## config.mk

```make
export PLATFORM = sky130hd
export DESIGN_NAME = feram_row_streamer
export DESIGN_NICKNAME = d
export VERILOG_FILES = /design/src/rtl/feram_pkg.sv /design/src/rtl/feram_row_fifo2.sv /design/src/rtl/feram_row_streamer.sv
export SDC_FILE = /design/constraint.sdc
export NUM_CORES = 1
export LEC_CHECK = 0
export CAP_MARGIN = 20
export CORE_MARGIN = 2
export CORE_UTILIZATION = 52
export CTS_CLUSTER_DIAMETER = 50
export DETAILED_ROUTE_END_ITERATION = 10
export PLACE_DENSITY = 0.84
export SETUP_SLACK_MARGIN = 0.4
export SLEW_MARGIN = 20
export SYNTH_ARGS = -nofsm -noshare
export SYNTH_HDL_FRONTEND = slang
export SYNTH_HIERARCHICAL = 1
export SYNTH_SLANG_ARGS = --single-unit
```

## constraint.sdc

```tcl
create_clock -name clk -period 4.1 [get_ports clk]
set_clock_uncertainty 0.05 [all_clocks]
set_input_delay 1.025 -clock clk [delete_from_list [all_inputs] [get_ports clk]]
set_output_delay 1.025 -clock clk [all_outputs]
set_load 0.03 [all_outputs]
```

## src/rtl/feram_pkg.sv

```systemverilog
// Shared types for the FeRAM row streamer: row geometry, read-side FSM states
// and the row-buffer entry shared with the write-side packer.
package feram_pkg;

  localparam int FERAM_ADDR_W = 4;
  localparam int FERAM_DATA_W = 8;
  localparam int FERAM_LANES  = 4;
  localparam int FERAM_N_ROWS = 16;
  localparam int ROW_W        = FERAM_LANES * FERAM_DATA_W;

  typedef enum logic [1:0] {
    ST_IDLE,
    ST_ISSUE,
    ST_DRAIN
  } state_e;

  typedef struct packed {
    logic [ROW_W-1:0]        data;
    logic [FERAM_ADDR_W-1:0] row;
    logic                    last;
  } row_entry_t;

endpackage

```

## src/rtl/feram_row_fifo2.sv

```systemverilog
// Two-entry synchronous FIFO of row entries; simultaneous push and pop are
// both honoured. The caller guarantees it never pushes when full or pops when empty.
module feram_row_fifo2
  import feram_pkg::*;
(
  input  logic       clk,
  input  logic       rst_n,
  input  logic       push_i,
  input  row_entry_t push_entry_i,
  input  logic       pop_i,
  output row_entry_t head_o,
  output logic [1:0] count_o
);

  row_entry_t mem_q [2];
  logic       wr_ptr_q;
  logic       rd_ptr_q;
  logic [1:0] count_q;

  // NOTE: sequential state uses non-blocking assignments only, so every
  // always_ff samples the pre-edge value of every other register.
  always_ff @(posedge clk or negedge rst_n) begin
    if (!rst_n) begin
      wr_ptr_q <= 1'b0;
      rd_ptr_q <= 1'b0;
      count_q  <= 2'd0;
    end else begin
      if (push_i) wr_ptr_q <= ~wr_ptr_q;
      if (pop_i)  rd_ptr_q <= ~rd_ptr_q;
      count_q <= count_q + {1'b0, push_i} - {1'b0, pop_i};
    end
  end

  // NOTE: the storage has no reset; occupancy alone decides whether the head is meaningful.
  always_ff @(posedge clk) begin
    if (push_i) mem_q[wr_ptr_q] <= push_entry_i;
  end

  assign head_o  = mem_q[rd_ptr_q];
  assign count_o = count_q;

endmodule

```

## src/rtl/feram_row_streamer.sv

```systemverilog
// FeRAM read initiator: issues one row read per cycle and streams rows out
// through a 2-entry buffer. FERAM_STREAM_WRAP_EN enables row-address wrap-around.
module feram_row_streamer
  import feram_pkg::*;
#(
  parameter int ADDR_W = FERAM_ADDR_W,
  parameter int DATA_W = FERAM_DATA_W,
  parameter int LANES  = FERAM_LANES,
  parameter int N_ROWS = FERAM_N_ROWS
) (
  input  logic                    clk,
  input  logic                    rst_n,
  input  logic                    cmd_valid,
  output logic                    cmd_ready,
  input  logic [ADDR_W-1:0]       cmd_base,
  input  logic [ADDR_W:0]         cmd_count,
  input  logic                    mem_hold,
  output logic                    sra_en,
  output logic [ADDR_W-1:0]       row_addr,
  input  logic [LANES*DATA_W-1:0] rd_data,
  output logic                    out_valid,
  input  logic                    out_ready,
  output logic [LANES*DATA_W-1:0] out_data,
  output logic [ADDR_W-1:0]       out_row,
  output logic                    out_last,
  output logic                    busy,
  output logic                    done,
  output logic                    cmd_err
);

  localparam logic [ADDR_W+1:0] N_ROWS_C = N_ROWS[ADDR_W+1:0];
  localparam logic [ADDR_W:0]   ONE_C    = {{ADDR_W{1'b0}}, 1'b1};

  state_e            state_q, state_d;
  logic [ADDR_W-1:0] base_q, base_d;
  logic [ADDR_W:0]   count_q, count_d;
  logic [ADDR_W:0]   issued_q, issued_d;
  logic              done_q, done_d;
  logic              cmd_err_q, cmd_err_d;
  logic              pend_q, pend_last_q;
  logic [ADDR_W-1:0] pend_row_q, row_addr_q;

  logic              cmd_ok, pop;
  logic [1:0]        fifo_count, occ_next;
  logic [ADDR_W+1:0] addr_sum;
  logic [ADDR_W-1:0] issue_addr;
  row_entry_t        push_entry, head;

`ifdef FERAM_STREAM_WRAP_EN
  assign cmd_ok = (cmd_count != '0) && ({1'b0, cmd_count} <= N_ROWS_C);
`else
  assign cmd_ok = (cmd_count != '0) && ({2'b00, cmd_base} + {1'b0, cmd_count} <= N_ROWS_C);
`endif

  // Without wrap the sum never reaches N_ROWS, so the fold is inert there.
  assign addr_sum   = {2'b00, base_q} + {1'b0, issued_q};
  assign issue_addr = (addr_sum >= N_ROWS_C) ? ADDR_W'(addr_sum - N_ROWS_C)
                                             : addr_sum[ADDR_W-1:0];

  // Throttle on occupancy after this cycle's pop so a full-rate stream never stalls.
  assign out_valid = (fifo_count != 2'd0);
  assign pop       = out_valid && out_ready;
  assign occ_next  = fifo_count - {1'b0, pop} + {1'b0, pend_q};
  assign sra_en    = (state_q == ST_ISSUE) && !mem_hold && (issued_q != count_q)
                     && (occ_next < 2'd2);
  assign row_addr  = sra_en ? issue_addr : row_addr_q;

  // NOTE: every always_comb output gets a default first so no path infers a latch.
  always_comb begin
    state_d   = state_q;
    base_d    = base_q;
    count_d   = count_q;
    issued_d  = issued_q;
    done_d    = 1'b0;
    cmd_err_d = 1'b0;
    unique case (state_q)
      ST_IDLE: begin
        if (cmd_valid) begin
          if (cmd_ok) begin
            base_d   = cmd_base;
            count_d  = cmd_count;
            issued_d = '0;
            state_d  = ST_ISSUE;
          end else begin
            cmd_err_d = 1'b1;
          end
        end
      end
      ST_ISSUE: begin
        if (sra_en) begin
          issued_d = issued_q + ONE_C;
          if (issued_d == count_q) state_d = ST_DRAIN;
        end
      end
      ST_DRAIN: begin
        if (!pend_q && (fifo_count == 2'd0 || (fifo_count == 2'd1 && pop))) begin
          done_d  = 1'b1;
          state_d = ST_IDLE;
        end
      end
      default: state_d = ST_IDLE;
    endcase
  end

  always_ff @(posedge clk or negedge rst_n) begin
    if (!rst_n) begin
      state_q     <= ST_IDLE;
      base_q      <= '0;
      count_q     <= '0;
      issued_q    <= '0;
      done_q      <= 1'b0;
      cmd_err_q   <= 1'b0;
      pend_q      <= 1'b0;
      pend_last_q <= 1'b0;
      pend_row_q  <= '0;
      row_addr_q  <= '0;
    end else begin
      state_q     <= state_d;
      base_q      <= base_d;
      count_q     <= count_d;
      issued_q    <= issued_d;
      done_q      <= done_d;
      cmd_err_q   <= cmd_err_d;
      pend_q      <= sra_en;
      pend_last_q <= sra_en && ((issued_q + ONE_C) == count_q);
      row_addr_q  <= row_addr;
      if (sra_en) pend_row_q <= issue_addr;
    end
  end

  assign push_entry = '{data: rd_data, row: pend_row_q, last: pend_last_q};

  feram_row_fifo2 u_fifo (
    .clk          (clk),
    .rst_n        (rst_n),
    .push_i       (pend_q),
    .push_entry_i (push_entry),
    .pop_i        (pop),
    .head_o       (head),
    .count_o      (fifo_count)
  );

  assign out_data  = out_valid ? head.data : '0;
  assign out_row   = out_valid ? head.row  : '0;
  assign out_last  = out_valid && head.last;
  assign cmd_ready = (state_q == ST_IDLE);
  assign busy      = (state_q != ST_IDLE);
  assign done      = done_q;
  assign cmd_err   = cmd_err_q;

endmodule

```

==> reports/metrics.yaml <==
synth.top_cells.by_count: "sky130_fd_sc_hd__edfxtp_1 (74), sky130_fd_sc_hd__nor2b_1 (40), sky130_fd_sc_hd__dfrtp_1 (32)"
synth_mux_area_share_pct: 13.30
io_pins: 93
fraction_of_post_synthesis_cell_area_in_the_top_cell_type_by_area_pct: 46.12
critPathMaxFanout: 5
post_synth_main_area_contributors: "sky130_fd_sc_hd__edfxtp_1 (46%), sky130_fd_sc_hd__dfrtp_1 (17%), sky130_fd_sc_hd__mux2_4 (7.5%)"
hold_path_class: "flop to flop"
placement_rows: 35
dpl_cell_area_um2: 5914
compound_cell_area_share_of_the_yosys_netlist_pct: 5.038
nets: 484
worstReg2RegStart: "u_fifo/count_o[1]$_DFF_PN0_"
fin_area_um2: 6191
ctsHtreeMaxLevel: 3
hold_viol: 0
number_of_synthesized_flops_with_an_enable_pin: 74
final-setup-viol-count: 0
placeableCoreArea_um2: 9109
n_antenna_cell: 0
power_leakage_nw: 2.393
main_combinational_cell_family_by_area_after_synthesis: "multiplexers"
finalWeightedCongestion: 0.8864
final_antenna_net_count: 0
post_drt_wl_per_cell_um: 16.36
clock_insertion_delay_worst_skew_ns: 0.36
dr_total_vias: 2905
cts_tree: "yes"
path_common_cell: "sky130_fd_sc_hd__buf_6"
grt_remaining_overflow: 0
post_synth_fa_ha_maj_area_fraction_pct: 3.687
cts-hold-fix-buffers: 0
grt_setup_unrepaired: "false"
critical_path_class: "input port to primary output"
flow.area_growth_from_synthesis_pct: 28.49
worst-r2r-cell-count: 10
clk_path_buf_depth: 2
worst-endpoint-arrival_ns: 2.57
chipWidth_um: 100.3
synth_simple_gate_area_share_pct: 9.192
vdd_ir_drop_max_mv: 0.3212
crit_chain: "buf_6, inv_4, nor2_4, ha_4, xnor2_2, xnor2_1, a2111o_1, clkinv_4, mux2_4, buf_6"
detailed_place_hpwl_um: 6126
setup.worst_path.start_class: "input port"
worst_ep_required_time_ns: 3.02
final.setup.worst_slack_ns: 0.4575
drc: 0
start_util_pct: 52.90
netlist-cell-type-count: 45
gr-usage-all-layers_pct: 18.02
cp-end-kind: "primary output"
clk_pin_slew_worst_paths_ns: 0.10
synth_nets: 380
slew_limit_fails: 0
grt_max_degree: 39
antenna_violations_before_repair: 0
synth_area_per_cell_um2: 15.01
syn_std_cell_area_um2: 4818
async_reset_ff_share_pct: 30.19
post_route_cells_drive_above_1_share_pct: 23.02
number_of_design_rule_violations_left_by_the_first_detailed_router_iteration: 85
synthDominantAreaCellType: "sky130_fd_sc_hd__edfxtp_1"
drt_first_pass_iters: 4
worst_slew_pin_slew_ns: 0.9208
die_h_um: 100.3
numCtsBuffers: 9
worstSetupPathDepth: 10
fin_crit_sh_pct: 88.84
max-slew-margin-rel_pct: 38.62
synthCells: 321
grt_pass1_wl_um: 14070
io_port_bufs: 92
min_delay_path_depth: 0
die-area_um2: 10050
regToRegEndpoint: "state_q[1]$_DFFE_PN0P_"
grt_pass1_vias: 2871
slowest_stage: "sky130_fd_sc_hd__a2111o_1"
period_needed_ns: 3.643
yosys_register_bits: 106
detail_route.vias_per_cell: 5.370
crit_path_max_incr_delay_ns: 0.38
synthXorXnorAreaFrac_pct: 3.402
synthMostInstantiatedCell: "sky130_fd_sc_hd__edfxtp_1"
clock_sink_count: 106
synth_flop_cell: "sky130_fd_sc_hd__edfxtp_1"
p_per_area_nw_per_um2: 752.3
layout.cells.non_filler: 541
worst-r2r-setup-slack_ns: 1.56
clock_root_buffer: "sky130_fd_sc_hd__clkbuf_8"
critical-path-top-delay-family: "buffers and inverters"
yosys_warnings: 6
placed_cells: 522
fmax_ghz: 0.2745
hold-path-endpoint: "u_fifo/mem_q[1][0]$_DFFE_PP_"
synth.yosys.seq_area_share_pct: 62.74
outcome: "complete, no violations"
routed_wl_um: 8850
layout.core_utilization_pct: 67.97
fill_cells: 625
cp-startpoint: "out_ready"
hold_path_startpoint: "pend_last_q$_DFF_PN0_"
timing.critical_path.buf_inv: 4
post-place-ws_ns: -0.07116
drv_cap: 0
layout by cell type (no fill, tap or decap), types with 2 or more instances in the layout:
master and instances:
sky130_fd_sc_hd__clkdlybuf4s50_1 85, sky130_fd_sc_hd__edfxtp_1 74, sky130_fd_sc_hd__nor2b_1 38, sky130_fd_sc_hd__dfrtp_1 31
sky130_fd_sc_hd__mux2_4 25, sky130_fd_sc_hd__mux2_2 23, sky130_fd_sc_hd__nand2_1 15, sky130_fd_sc_hd__buf_4 15
sky130_fd_sc_hd__inv_1 11, sky130_fd_sc_hd__ha_1 10, sky130_fd_sc_hd__clkbuf_8 10, sky130_fd_sc_hd__xor2_1 9
sky130_fd_sc_hd__xnor2_1 6, sky130_fd_sc_hd__nand2b_1 5, sky130_fd_sc_hd__nand3_1 5, sky130_fd_sc_hd__a21oi_1 4
sky130_fd_sc_hd__o21ai_0 4, sky130_fd_sc_hd__nor2_1 3, sky130_fd_sc_hd__a21o_1 3, sky130_fd_sc_hd__nor2_4 2
sky130_fd_sc_hd__nor4_1 2, sky130_fd_sc_hd__nor2b_4 2, sky130_fd_sc_hd__o21a_1 2, sky130_fd_sc_hd__a31oi_1 2
sky130_fd_sc_hd__o21bai_1 2, sky130_fd_sc_hd__o31a_1 2, sky130_fd_sc_hd__nand3b_1 2, sky130_fd_sc_hd__fa_1 2
sky130_fd_sc_hd__inv_8 2, sky130_fd_sc_hd__buf_6 2
final cells by class:
type	instances	area, um^2	share of cell area, %
flip-flops and latches	106	3024	48.85
multi-input cells	190	1735	28.03
repair buffers	105	1039	16.77
well taps	111	138.9	2.243
clock buffers	10	137.6	2.223
clock inverters	6	60.06	0.9701
inverters	13	56.30	0.9095
worst max-delay path by stage:
stage	endpoint	slack, ns
final	row_addr[0]	0.46
after global routing	base_q[3]$_DFFE_PN0P_	0.35
after CTS	row_addr[0]	0.40
after detailed placement	row_addr[0]	-0.07
after global placement	row_addr[0]	-0.06
after floorplan	row_addr[0]	0.45
registers in the layout (all words and copies together), names as in the netlist:
name and cells:
u_fifo/mem_q 74, count_q 5, issued_q 5, base_q 4
pend_row_q 4, row_addr_q 4, state_q 2, u_fifo/count_o 2
cmd_err 1, done 1, pend_last_q 1, pend_q 1
u_fifo/rd_ptr_q 1, u_fifo/wr_ptr_q 1
worst register-to-register path: cells and delay by family, from the launching register on:
| kind | cells | cell delay [ns] |
|---|---|---|
| simple gates | 3 | 0.58 |
| compound gates | 2 | 0.54 |
| flops | 1 | 0.50 |
| buf+inv | 2 | 0.36 |
| xor+xnor | 2 | 0.27 |
| fa+ha+maj | 1 | 0.16 |
kinds of logic (layout without fill, tap and decap cells):
family | count (synthesis) | count (layout)
DFF | 106 | 106
and+or+nand+nor | 79 | 79
muxes | 49 | 49
AOI/OAI and AO/OA | 32 | 32
buffers and inverters | 25 | 134
xor gates and xnor gates | 17 | 17
adders and majority gates | 13 | 13
per-stage QoR:
| stage | hold slack (ns) | power (mW) | setup TNS [ns] |
|---|---|---|---|
| after floorplan | 0.3704 | 3.196 | 0 |
| after global placement | 0.3757 | 3.947 | -0.09155 |
| after detailed placement | 0.3814 | 4.007 | -0.1173 |
| after CTS | 0.4026 | 4.676 | 0 |
| after global routing | 0.4264 | 4.912 | 0 |
| final | 0.4025 | 4.657 | 0 |
power breakdown:
| group | switching, mW | leakage [nW] | internal [mW] |
|---|---|---|---|
| Clock | 0.372 | 0.0995 | 0.252 |
| Combinational | 1.25 | 1.24 | 1.15 |
| Sequential | 0.194 | 1.06 | 1.44 |
what timing repair did:
item,in CTS,in global routing
pin swaps,5,1
gates resized for setup,13,2
setup endpoints to repair,5,9
hold endpoints to repair,0,0
setup buffers,2,0
layer usage:
layer  wire length, um  vias to the layer above  GRT usage (%)
li1                  -                     1370              -
met1              3872                     1445          22.76
met2              4459                       77          31.13
met3               367                       13          2.925
met4               150                        0          7.165
met5                 0                        -              0
Note: power is estimated with default switching activity, not from simulation.
